**src/rtl/imem_loader.sv**
```systemverilog
// imem_loader: boots an instruction memory from a byte stream while holding the CPU in reset.
//
// Stream format: LEN[7:0], LEN[15:8], then 4*LEN data bytes; each word little-endian.
// A LEN of zero finishes immediately. A LEN larger than the memory depth is rejected.
//
// Ports:
//   clk        - single clock, rising edge
//   rst        - asynchronous, active-low reset
//   start      - begin a (re)load; only honoured in IDLE, DONE and ERR
//   in_valid   - byte-stream source has a byte
//   in_data    - byte-stream payload
//   in_ready   - loader accepts a byte this cycle (independent of in_valid)
//   mem_we     - instruction-memory write strobe (one cycle per word)
//   mem_addr   - word address of the write
//   mem_wdata  - assembled instruction word
//   cpu_hold   - high while the processor must stay in reset
//   done       - load completed
//   error      - load rejected because LEN exceeds the memory depth
module imem_loader #(
    parameter int unsigned ADDR_W = 8
) (
    input  logic              clk,
    input  logic              rst,
    input  logic              start,
    input  logic              in_valid,
    input  logic [7:0]        in_data,
    output logic              in_ready,
    output logic              mem_we,
    output logic [ADDR_W-1:0] mem_addr,
    output logic [31:0]       mem_wdata,
    output logic              cpu_hold,
    output logic              done,
    output logic              error
);

    typedef enum logic [2:0] {
        StIdle,
        StLenLo,
        StLenHi,
        StData,
        StWrite,
        StDone,
        StErr
    } state_t;

    // 17 bits so a depth of 2**16 words is still representable.
    localparam logic [16:0] MAX_LEN = 17'd1 << ADDR_W;

    state_t              r_state;
    state_t              w_next_state;
    logic [7:0]          r_len_lo;
    logic [15:0]         r_remaining;
    logic [ADDR_W-1:0]   r_addr;
    logic [31:0]         r_word;
    logic [1:0]          r_byte_idx;
    logic                w_xfer;
    logic [16:0]         w_len;

    assign w_xfer = in_valid & in_ready;
    // Only meaningful while the high length byte is on in_data.
    assign w_len  = {1'b0, in_data, r_len_lo};

    always_ff @(posedge clk or negedge rst) begin
        if (!rst) begin
            r_state <= StIdle;
        end else begin
            r_state <= w_next_state;
        end
    end

    always_comb begin
        w_next_state = r_state;
        in_ready     = 1'b0;
        mem_we       = 1'b0;
        cpu_hold     = 1'b1;
        done         = 1'b0;
        error        = 1'b0;
        case (r_state)
            StIdle: begin
                if (start) w_next_state = StLenLo;
            end
            StLenLo: begin
                in_ready = 1'b1;
                if (in_valid) w_next_state = StLenHi;
            end
            StLenHi: begin
                in_ready = 1'b1;
                if (in_valid) begin
                    if (w_len == 17'd0) begin
                        w_next_state = StDone;
                    end else if (w_len > MAX_LEN) begin
                        w_next_state = StErr;
                    end else begin
                        w_next_state = StData;
                    end
                end
            end
            StData: begin
                in_ready = 1'b1;
                if (in_valid && (r_byte_idx == 2'd3)) w_next_state = StWrite;
            end
            StWrite: begin
                mem_we       = 1'b1;
                w_next_state = (r_remaining == 16'd1) ? StDone : StData;
            end
            StDone: begin
                cpu_hold = 1'b0;
                done     = 1'b1;
                if (start) w_next_state = StLenLo;
            end
            StErr: begin
                error = 1'b1;
                if (start) w_next_state = StLenLo;
            end
            default: begin
                w_next_state = StIdle;
            end
        endcase
    end

    always_ff @(posedge clk or negedge rst) begin
        if (!rst) begin
            r_len_lo    <= '0;
            r_remaining <= '0;
            r_addr      <= '0;
            r_word      <= '0;
            r_byte_idx  <= '0;
        end else begin
            case (r_state)
                StLenLo: begin
                    if (w_xfer) r_len_lo <= in_data;
                end
                StLenHi: begin
                    if (w_xfer) begin
                        r_remaining <= w_len[15:0];
                        r_addr      <= '0;
                        r_byte_idx  <= '0;
                    end
                end
                StData: begin
                    if (w_xfer) begin
                        r_word[{r_byte_idx, 3'b000} +: 8] <= in_data;
                        r_byte_idx                        <= r_byte_idx + 2'd1;
                    end
                end
                StWrite: begin
                    r_remaining <= r_remaining - 16'd1;
                    // Hold the address on the last word so a full-depth load never wraps.
                    if (r_remaining != 16'd1) r_addr <= r_addr + ADDR_W'(1);
                end
                default: begin
                end
            endcase
        end
    end

    assign mem_addr  = r_addr;
    assign mem_wdata = r_word;

endmodule
```
**config.mk**
```make
export PLATFORM = sky130hd
export DESIGN_NAME = imem_loader
export DESIGN_NICKNAME = d
export VERILOG_FILES = /design/src/rtl/imem_loader.sv
export SDC_FILE = /design/constraint.sdc
export NUM_CORES = 1
export LEC_CHECK = 0
export ABC_CLOCK_PERIOD_IN_PS = 2230
export BUFFER_PORTS_ARGS = -buffer_cell sky130_fd_sc_hd__clkbuf_2
export CORE_UTILIZATION = 40
export DETAILED_ROUTE_END_ITERATION = 7
export GPL_TIMING_DRIVEN = 1
export PLACE_DENSITY = 0.57
export SLEW_MARGIN = 40
export SYNTH_ARGS = -nofsm -noshare
export SYNTH_HDL_FRONTEND = slang
export SYNTH_SLANG_ARGS = --single-unit
```
**constraint.sdc**
```tcl
create_clock -name clk -period 2.23 [get_ports clk]
set_input_delay 0.446 -clock clk [delete_from_list [all_inputs] [get_ports clk]]
set_output_delay 0.446 -clock clk [all_outputs]
set_load 0.01 [all_outputs]
```
Word-level counts from Yosys, hierarchy flattened
Cells that the tools add are included.
Word-level totals
  bits in registers: 69
  output and inout bits: 45
  word-level logic and storage cells: 65
Cells by class
  reductions and logical operators: 13
  $add $sub $neg: 4
  multiplexer cells: 22
  eq/ne operators: 16
  bitwise logic cells: 1
  $lt $le $gt $ge: 1
  shift-type cells: 2
Operators by type and width (number)
  $bwmux 32: 1
  $pmux 16 s2: 1
  $shift 8x7->32 const A: 1
  $shiftx 8x7->32: 1
  $mux 3: 7
  $logic_not 17->1: 1
  $eq 16x1->1 const B: 1
  $gt 16x9->1 const B: 1
  $mux 16: 1
  $mux 8: 2
  $ne 16x1->1 const B: 1
  $pmux 8 s2: 1
  $sub 16x1->16 const B: 1
  $pmux 3 s5: 1
  $ne 2x2->1 const B: 6
  $eq 3x3->1 const B: 3
  $add 8x1->8 const B: 1
  $neg 5->7: 1
  $eq 3x2->1 const B: 2
  $reduce_and 2->1: 3
  $reduce_and 3->1: 2
  $reduce_or 3->1: 2
  $mux 1: 5
  $mux 2: 2
  10 further kinds: 11

Depth between registers and ports, before layout
Gate-level depths: netlist (run 1).
  word-level depth: 6
  gate-level depth with buffers: 8

Least setup slack after synthesis (run 1)
OpenSTA, ideal clock, no wires.
  kind: reg2reg
  from: register r_remaining[1]
  to: register r_addr[4] (netlist: mem_addr[4])
  data required time: 2151 ps
  stages on the path, launching flop included: 8
  setup slack: 245 ps
  period minus slack after synthesis: 1985 ps
  arrival time: 1906 ps
  path through: dfrtp_1 > inv_1 > ha_1 > or4b_2 > nor4_4 > nor3_1 > nand3_1 > mux2i_1
On the way
  longest elaborated chain between the ends: 3
RTL lines
  from (decl): line 52  | logic [15:0] r_remaining;
  from (signal assigned): line 135  | r_remaining <= w_len[15:0];
  from (signal assigned): line 147  | r_remaining <= r_remaining - 16'd1;
  $ne 16x1->1: line 149  | if (r_remaining != 16'd1) r_addr <= r_addr + ADDR_W'(1);
  $ne 2x2->1 (no source line)
  $reduce_and 3->1 (no source line)
  to (signal assigned): line 149
  to (decl): line 53  | logic [ADDR_W-1:0] r_addr;
No other way between the ends.
A chain may end at the register's enable or synchronous reset.

Worst setup path after layout (run 1)
Ends and elaborated chain as after synthesis.

==> impl_metrics.py, run 1 <==
metrics = {
    "outcome": {
        "status": "finished clean",
    },
    "critical_path": {
        "cp.required_ns": 2.49,
        "r2r_start": "r_remaining[1]$_DFFE_PN0P_",
        "reg2reg_depth": 8,
        "path_max_fanout": 8,
        "critPathLaunch": "r_remaining[1]$_DFFE_PN0P_",
        "crit_arrival_ns": 2.37,
        "start_kind": "flop",
        "reg2reg_to": "mem_addr[4]$_DFFE_PN0P_",
        "r2r_setup_slack_ns": 0.12,
        "crit_buf_inv": 2,
        "worstSetupEndpoint": "mem_addr[4]$_DFFE_PN0P_",
        "path_cells": "inv_1 -> ha_1 -> or4b_2 -> nor4_4 -> buf_4 -> nor3_1 -> nand3_1 -> mux2i_1",
        "cp_top_family": "simple AND/OR/NAND/NOR gates",
        "crit_path_end_kind": "flop",
        "crit_type": "reg2reg",
        "crit_cells": 8,
        "slowest_stage": "or4b_2",
        "cpPeakStageDelay_ns": 0.62,
    },
    "yosys": {
        "ys_seq_area_frac": 0.505,
        "ys_types": 53,
        "ys.flop_type": "dfrtp_1",
        "syn_area_mm2": 0.00342,
        "synth_cells": 365,
        "synth-warning-count": 0,
        "synth_area_per_cell_um2": 9.37,
        "synthArstFlopShare": 1.00,
        "syn_nets": 385,
        "synth_seq_cells": 69,
        "synth-edff-count": 0,
    },
    "grt": {
        "grt-ovfl-total": 0,
        "gr-usage-all-layers": 0.210,
        "grt_first_pass_wirelength_mm": 14.0,
        "grt_max_degree": 70,
        "antenna_found_initial": 0,
        "grt_pass1_vias": 2699,
    },
    "timing": {
        "fin_crit_ns": 2.11,
        "finalClockSkew_ns": 0.0123,
        "period_share": 0.947,
        "rsz0062_at_grt": "false",
        "max_freq_mhz": 474,
        "worst_pin_slew_ns": 0.446,
        "finalSetupTns_ns": 0,
        "maxSlewViolCount": 0,
        "max_slew_margin": 0.702,
        "setup_viol": 0,
        "hold_viol_final": 0,
    },
    "detailed_routing": {
        "drc": 0,
        "ant_nets": 0,
        "firstDrtPassIters": 4,
        "viasPerCell": 5.26,
        "routedWlPerCell_um": 15.9,
        "drt_iter0_drc": 142,
        "vias": 2890,
        "routed_wirelength_mm": 8.73,
    },
    "clock_network": {
        "clock_sinks": 69,
        "cts_buffers": 9,
        "cts.clk_slew.worst_paths_ns": 0.08,
        "cts_setup_buffers": 0,
        "clkLatencyLatePin_ns": 0.34,
        "cts-htree-levels": 3,
        "root_buffer": "clkbuf_8",
        "clockBufferDepth": 2,
        "cts_tree": "built",
    },
    "pwr": {
        "power_frac_seq": 0.412,
        "power.internal_mw": 3.13,
        "combinationalPowerShare": 0.387,
        "swShare": 0.393,
        "pwr-share-clk": 0.200,
        "power.static_leakage_nw": 1.89,
        "cellPowerDensity_mw_per_mm2": 1250,
        "power_switching_mw": 2.03,
        "ir_drop_uv": 547,
    },
    "die": {
        "die_w_um": 94.4,
        "core_mm2": 0.00826,
        "start_util": 0.414,
        "die_h_um": 94.4,
        "ioPinCount": 57,
        "rows": 33,
        "dieArea_mm2": 0.00892,
    },
    "cells_and_area": {
        "fin_nets": 459,
        "area_growth_pct": 21.2,
        "antenna-diode-count": 0,
        "drive_gt1_frac": 0.257,
        "stdcell_count": 549,
    },
    "placement": {
        "gp_congestion": 0.761,
        "dp_hpwl_mm": 6.07,
        "dp_cells": 533,
        "numPortBuffers": 56,
    },
    "flow_run": {
        "maxCapViolations": 0,
    },
    "hold_path": {
        "hold_path_class": "in2async",
    },
}
==> worst min path at each step <==
| stage | startpoint | to | slack [ns] | cells after the start |
|---|---|---|---|---|
| 4_1_cts | rst | mem_wdata[4]$_DFFE_PN0P_ | 0.14 | 2 |
| 2_1_floorplan | rst | mem_addr[0]$_DFFE_PN0P_ | 0.15 | 0 |
| 5_1_grt | rst | r_remaining[14]$_DFFE_PN0P_ | 0.15 | 2 |
| 3_3_place_gp | mem_wdata[29]$_DFFE_PN0P_ | mem_wdata[29]$_DFFE_PN0P_ | 0.46 | 2 |
| 6_report | rst | r_remaining[7]$_DFFE_PN0P_ | 0.11 | 2 |
| 3_5_place_dp | mem_wdata[22]$_DFFE_PN0P_ | mem_wdata[22]$_DFFE_PN0P_ | 0.47 | 2 |
==> Yosys cell counts (all sizes together) (2+ instances only) <==
master  number  area share
o311ai       4       0.010
dfrtp       69        0.51
inv          9      0.0099
nand3b       2      0.0044
nand4        3      0.0073
xnor2        4       0.010
a21o         2      0.0044
nor2b        3      0.0055
a22o         2      0.0051
mux2         9       0.030
a31oi        2      0.0037
or3          2      0.0037
ha           8       0.029
nand3       12       0.019
o21ai       37       0.054
or2          3      0.0055
nor4         9       0.025
o211ai       9       0.020
nor2        19       0.023
nand2b       5      0.0092
nor3b        4       0.010
nand2       95        0.11
clkbuf       9      0.0099
mux2i        3      0.0088
buf          5      0.0092
and3         2      0.0037
nor3         6      0.0088
o22ai        3      0.0055
a21oi        8       0.012
or4          4      0.0099
==> power groups by stage <==
stage	Sequential, mW	Clock (mW)	Combinational [mW]
2_1_floorplan	2.15	0	1.24
3_3_place_gp	2.13	0	1.97
3_5_place_dp	2.14	0	2.01
4_1_cts	2.12	1.06	2.02
5_1_grt	2.20	1.12	2.27
6_report	2.13	1.04	2.00
==> flip-flops by register name, indices dropped and copies added (netlist names) <==
name         count
r_len_lo         8
r_state          3
mem_wdata       32
mem_addr         8
r_byte_idx       2
r_remaining     16
==> kinds of logic (layout without fill, tap and decap cells) <==
logic type	after synthesis	after routing	synth area share
AOI/OAI and AO/OA	76	76	0.138
xor gates and xnor gates	5	5	0.0128
adders and majority gates	8	8	0.0293
DFF	69	69	0.505
buffers and inverters	23	102	0.0289
muxes	12	12	0.0384
and+or+nand+nor	172	172	0.248
==> layer usage <==
layer,up-vias,track usage,wire length [um]
li1,1434,-,-
met1,1374,0.301,4350
met2,68,0.322,3920
met3,14,0.0290,307
met4,0,0.0782,161
met5,-,0,0
==> what timing repair did <==
item	in CTS	in global routing
setup endpoints to repair	0	1
gates resized for setup	0	1
hold endpoints to repair	0	0
hold buffers	0	0
==> worst register-to-register path, delay by kind of cell, from the launching register on <==
kind	cells	cell delay, ns
muxes	1	0.19
DFF	1	0.40
adders and majority gates	1	0.16
and+or+nand+nor	4	0.97
buffers and inverters	2	0.34
==> cell type report <==
cell class	count	area, um2
clock buffers	10	138
well taps	105	131
fillers	832	4120
repair buffers	77	450
clock inverters	6	62.6
inverters	9	33.8
multi-input cells	273	1600
flip-flops and latches	69	1730
==> placed cells by master (no fill, tap or decap), types with 8 or more instances in the layout <==
master    instances
o211ai_1          9
ha_1              8
nor2_1           18
nand2_1          94
clkbuf_8         10
a21oi_1           8
buf_4            20
dfrtp_1          69
inv_1             8
o21ai_0          37
mux2_2            9
nand3_1          11
clkbuf_2         55
==> stage by stage <==
step,power [mW],instance area (um2),setup WS [ns],utilization,hold WS (ns)
after CTS,5.20,4140,0.122,0.501,0.137
after floorplan,3.39,3420,0.245,-,0.150
after global placement,4.09,3940,0.141,0.477,0.459
after global routing,5.58,4140,0.00153,0.502,0.148
final,5.17,4140,0.118,0.502,0.106
after detailed placement,4.16,3940,0.122,0.477,0.470
No activity file was read; power rests on OpenSTA's default activity.
==> run 2: changes to the inputs <==
Settings changed: ABC_CLOCK_PERIOD_IN_PS 2230 to 1700, BUFFER_PORTS_ARGS -buffer_cell sky130_fd_sc_hd__clkbuf_2 to unset, DONT_BUFFER_PORTS set to 1, GPL_TIMING_DRIVEN 1 to 0, PLACE_DENSITY 0.57 to 0.53.
Clock period 2.23 ns to 1.7 ns, I/O delays scaled along.
==> impl_metrics.py, run 2 (synthesis gave the netlist of run 1 again) <==
metrics = {
    "timing": {
        "hold_viol_final": 69,
        "setup_slack_ns": -0.194,
        "rsz0062_at_grt": "true",
        "worst_pin_slew_ns": 0.347,
        "max_slew_margin": 0.767,
        "period_share": 1.11,
        "maxSlewViolCount": 0,
        "finalClockSkew_ns": 0.0133,
        "hold_slack_ns": -0.341,
        "setup_viol": 16,
        "max_freq_mhz": 528,
        "fin_crit_ns": 1.89,
    },
    "die": {
        "rows": 33,
        "dieArea_mm2": 0.00892,
        "die_h_um": 94.4,
        "start_util": 0.414,
        "die_w_um": 94.4,
        "ioPinCount": 57,
        "core_mm2": 0.00826,
    },
    "grt": {
        "grt-ovfl-total": 0,
        "grt_max_degree": 70,
        "grt_pass1_vias": 2795,
        "grt_first_pass_wirelength_mm": 14.9,
        "gr-usage-all-layers": 0.223,
        "antenna_found_initial": 0,
    },
    "pwr": {
        "power.internal_mw": 4.57,
        "pwr-share-clk": 0.205,
        "swShare": 0.399,
        "cellPowerDensity_mw_per_mm2": 1720,
        "combinationalPowerShare": 0.394,
        "power.static_leakage_nw": 1.82,
        "power_switching_mw": 3.03,
        "ir_drop_uv": 889,
        "power_frac_seq": 0.401,
    },
    "clock_network": {
        "cts-htree-levels": 3,
        "root_buffer": "clkbuf_8",
        "clkLatencyLatePin_ns": 0.36,
        "cts_buffers": 9,
        "clock_sinks": 69,
        "cts_tree": "built",
        "cts.clk_slew.worst_paths_ns": 0.09,
        "clockBufferDepth": 2,
    },
    "cells_and_area": {
        "stdcell_count": 517,
        "drive_gt1_frac": 0.303,
        "layout.area.seq_mm2": 0.00173,
        "fin_nets": 427,
        "utilization": 0.534,
        "final_cell_mix": "88 x nand2_1, 66 x dfrtp_1, 31 x o21ai_0",
        "area_growth_pct": 29.0,
        "antenna-diode-count": 0,
        "largest_reg_flops": 32,
        "multi_input_area_mm2": 0.00190,
        "final_cell_area_mm2": 0.00441,
        "final_common_cell": "nand2_1",
        "nFillCells": 773,
    },
    "critical_path": {
        "start_kind": "flop",
        "path_max_fanout": 8,
        "crit_buf_inv": 2,
        "cp_top_family": "simple AND/OR/NAND/NOR gates",
        "worstSetupEndpoint": "mem_addr[4]$_DFFE_PN0P_",
        "crit_path_end_kind": "flop",
        "critPathLaunch": "r_remaining[1]$_DFFE_PN0P_",
        "r2r_setup_slack_ns": -0.19,
        "path_cells": "inv_2 -> ha_4 -> or4b_4 -> nor4_4 -> buf_6 -> nor3_2 -> nand3_1 -> mux2i_1",
        "cpPeakStageDelay_ns": 0.46,
        "crit_cells": 8,
        "reg2reg_to": "mem_addr[4]$_DFFE_PN0P_",
        "reg2reg_depth": 8,
        "crit_type": "reg2reg",
        "cp.required_ns": 1.98,
        "crit_arrival_ns": 2.18,
        "r2r_start": "r_remaining[1]$_DFFE_PN0P_",
        "slowest_stage": "or4b_4",
    },
    "hold_path": {
        "hold_path_class": "in2async",
    },
    "detailed_routing": {
        "firstDrtPassIters": 4,
        "routedWlPerCell_um": 17.9,
        "drc": 0,
        "viasPerCell": 5.42,
        "routed_wirelength_mm": 9.25,
        "drt_iter0_drc": 138,
        "vias": 2802,
        "ant_nets": 0,
    },
    "placement": {
        "gp_congestion": 0.800,
        "numPortBuffers": 0,
        "dp_cells": 470,
        "dp_hpwl_mm": 5.86,
        "post_dp_cell_area_mm2": 0.00360,
    },
    "outcome": {
        "violations": "negative hold slack, negative setup slack",
        "status": "finished with violations",
    },
    "flow_run": {
        "maxCapViolations": 0,
    },
}
-- run 2: cell count changes in the layout (fill, tap and decap cells not counted), moves of 4 or more --
cell      change
o21ai_1       +5
o21ai_0       -6
ha_1          -4
nor3_1        -4
nand2_2       +5
buf_6         +6
buf_4         +8
inv_1         -5
nor3b_4       +4
clkbuf_2     -53
nand2_1       -6
-- run 2: final cells by class --
type                            instances  share of cell area
Buffer                                 12              0.0219
Multi-Input combinational cell        273               0.430
Timing Repair Buffer                   33              0.0644
Clock buffer                            9              0.0281
Tap cell                              105              0.0298
Inverter                                9              0.0102
Clock inverter                          7              0.0233
Sequential cell                        69               0.392
-- run 2: worst min path at each step --
| stage | startpoint | slack, ns | to |
|---|---|---|---|
| floorplan | rst | 0.04 | mem_addr[0]$_DFFE_PN0P_ |
| global placement | rst | 0.05 | mem_wdata[22]$_DFFE_PN0P_ |
| detailed placement | rst | 0.05 | mem_wdata[22]$_DFFE_PN0P_ |
| CTS | rst | -0.36 | mem_wdata[22]$_DFFE_PN0P_ |
| global route | rst | -0.37 | mem_wdata[22]$_DFFE_PN0P_ |
| finish | rst | -0.34 | mem_wdata[22]$_DFFE_PN0P_ |
-- run 2: per-layer routing --
metal / wire length, um / global-route usage / up-vias
met4: 120 / 0.0910 / 0
met1: 4230 / 0.305 / 1363
met2: 4450 / 0.338 / 58
met5: 0 / 0 / -
li1: - / - / 1372
met3: 454 / 0.0523 / 9
-- run 2: power by group through the flow --
stage	clock, mW	combinational (mW)	sequential (mW)
6_report	1.56	3.00	3.04
5_1_grt	1.67	3.33	3.14
4_1_cts	1.60	2.69	3.01
3_5_place_dp	0	2.07	3.02
3_3_place_gp	0	2.00	3.00
2_1_floorplan	0	1.67	2.84
-- run 2: per-stage QoR --
stage	total power, mW	TNS, ns	setup WS [ns]
after floorplan	4.51	-2.24	-0.218
after global placement	5.00	-23.79	-0.581
after detailed placement	5.08	-20.40	-0.598
after CTS	7.30	-2.49	-0.264
after global routing	8.15	-3.51	-0.282
final	7.60	-2.10	-0.194
-- run 2: repair_timing --
action / in CTS / in global routing
pin swaps: 15 / 15
gates resized for setup: 53 / 41
buffers inserted: 18 / 16
hold endpoints to repair: 69 / 69
endpoints found under the setup margin: 70 / 55
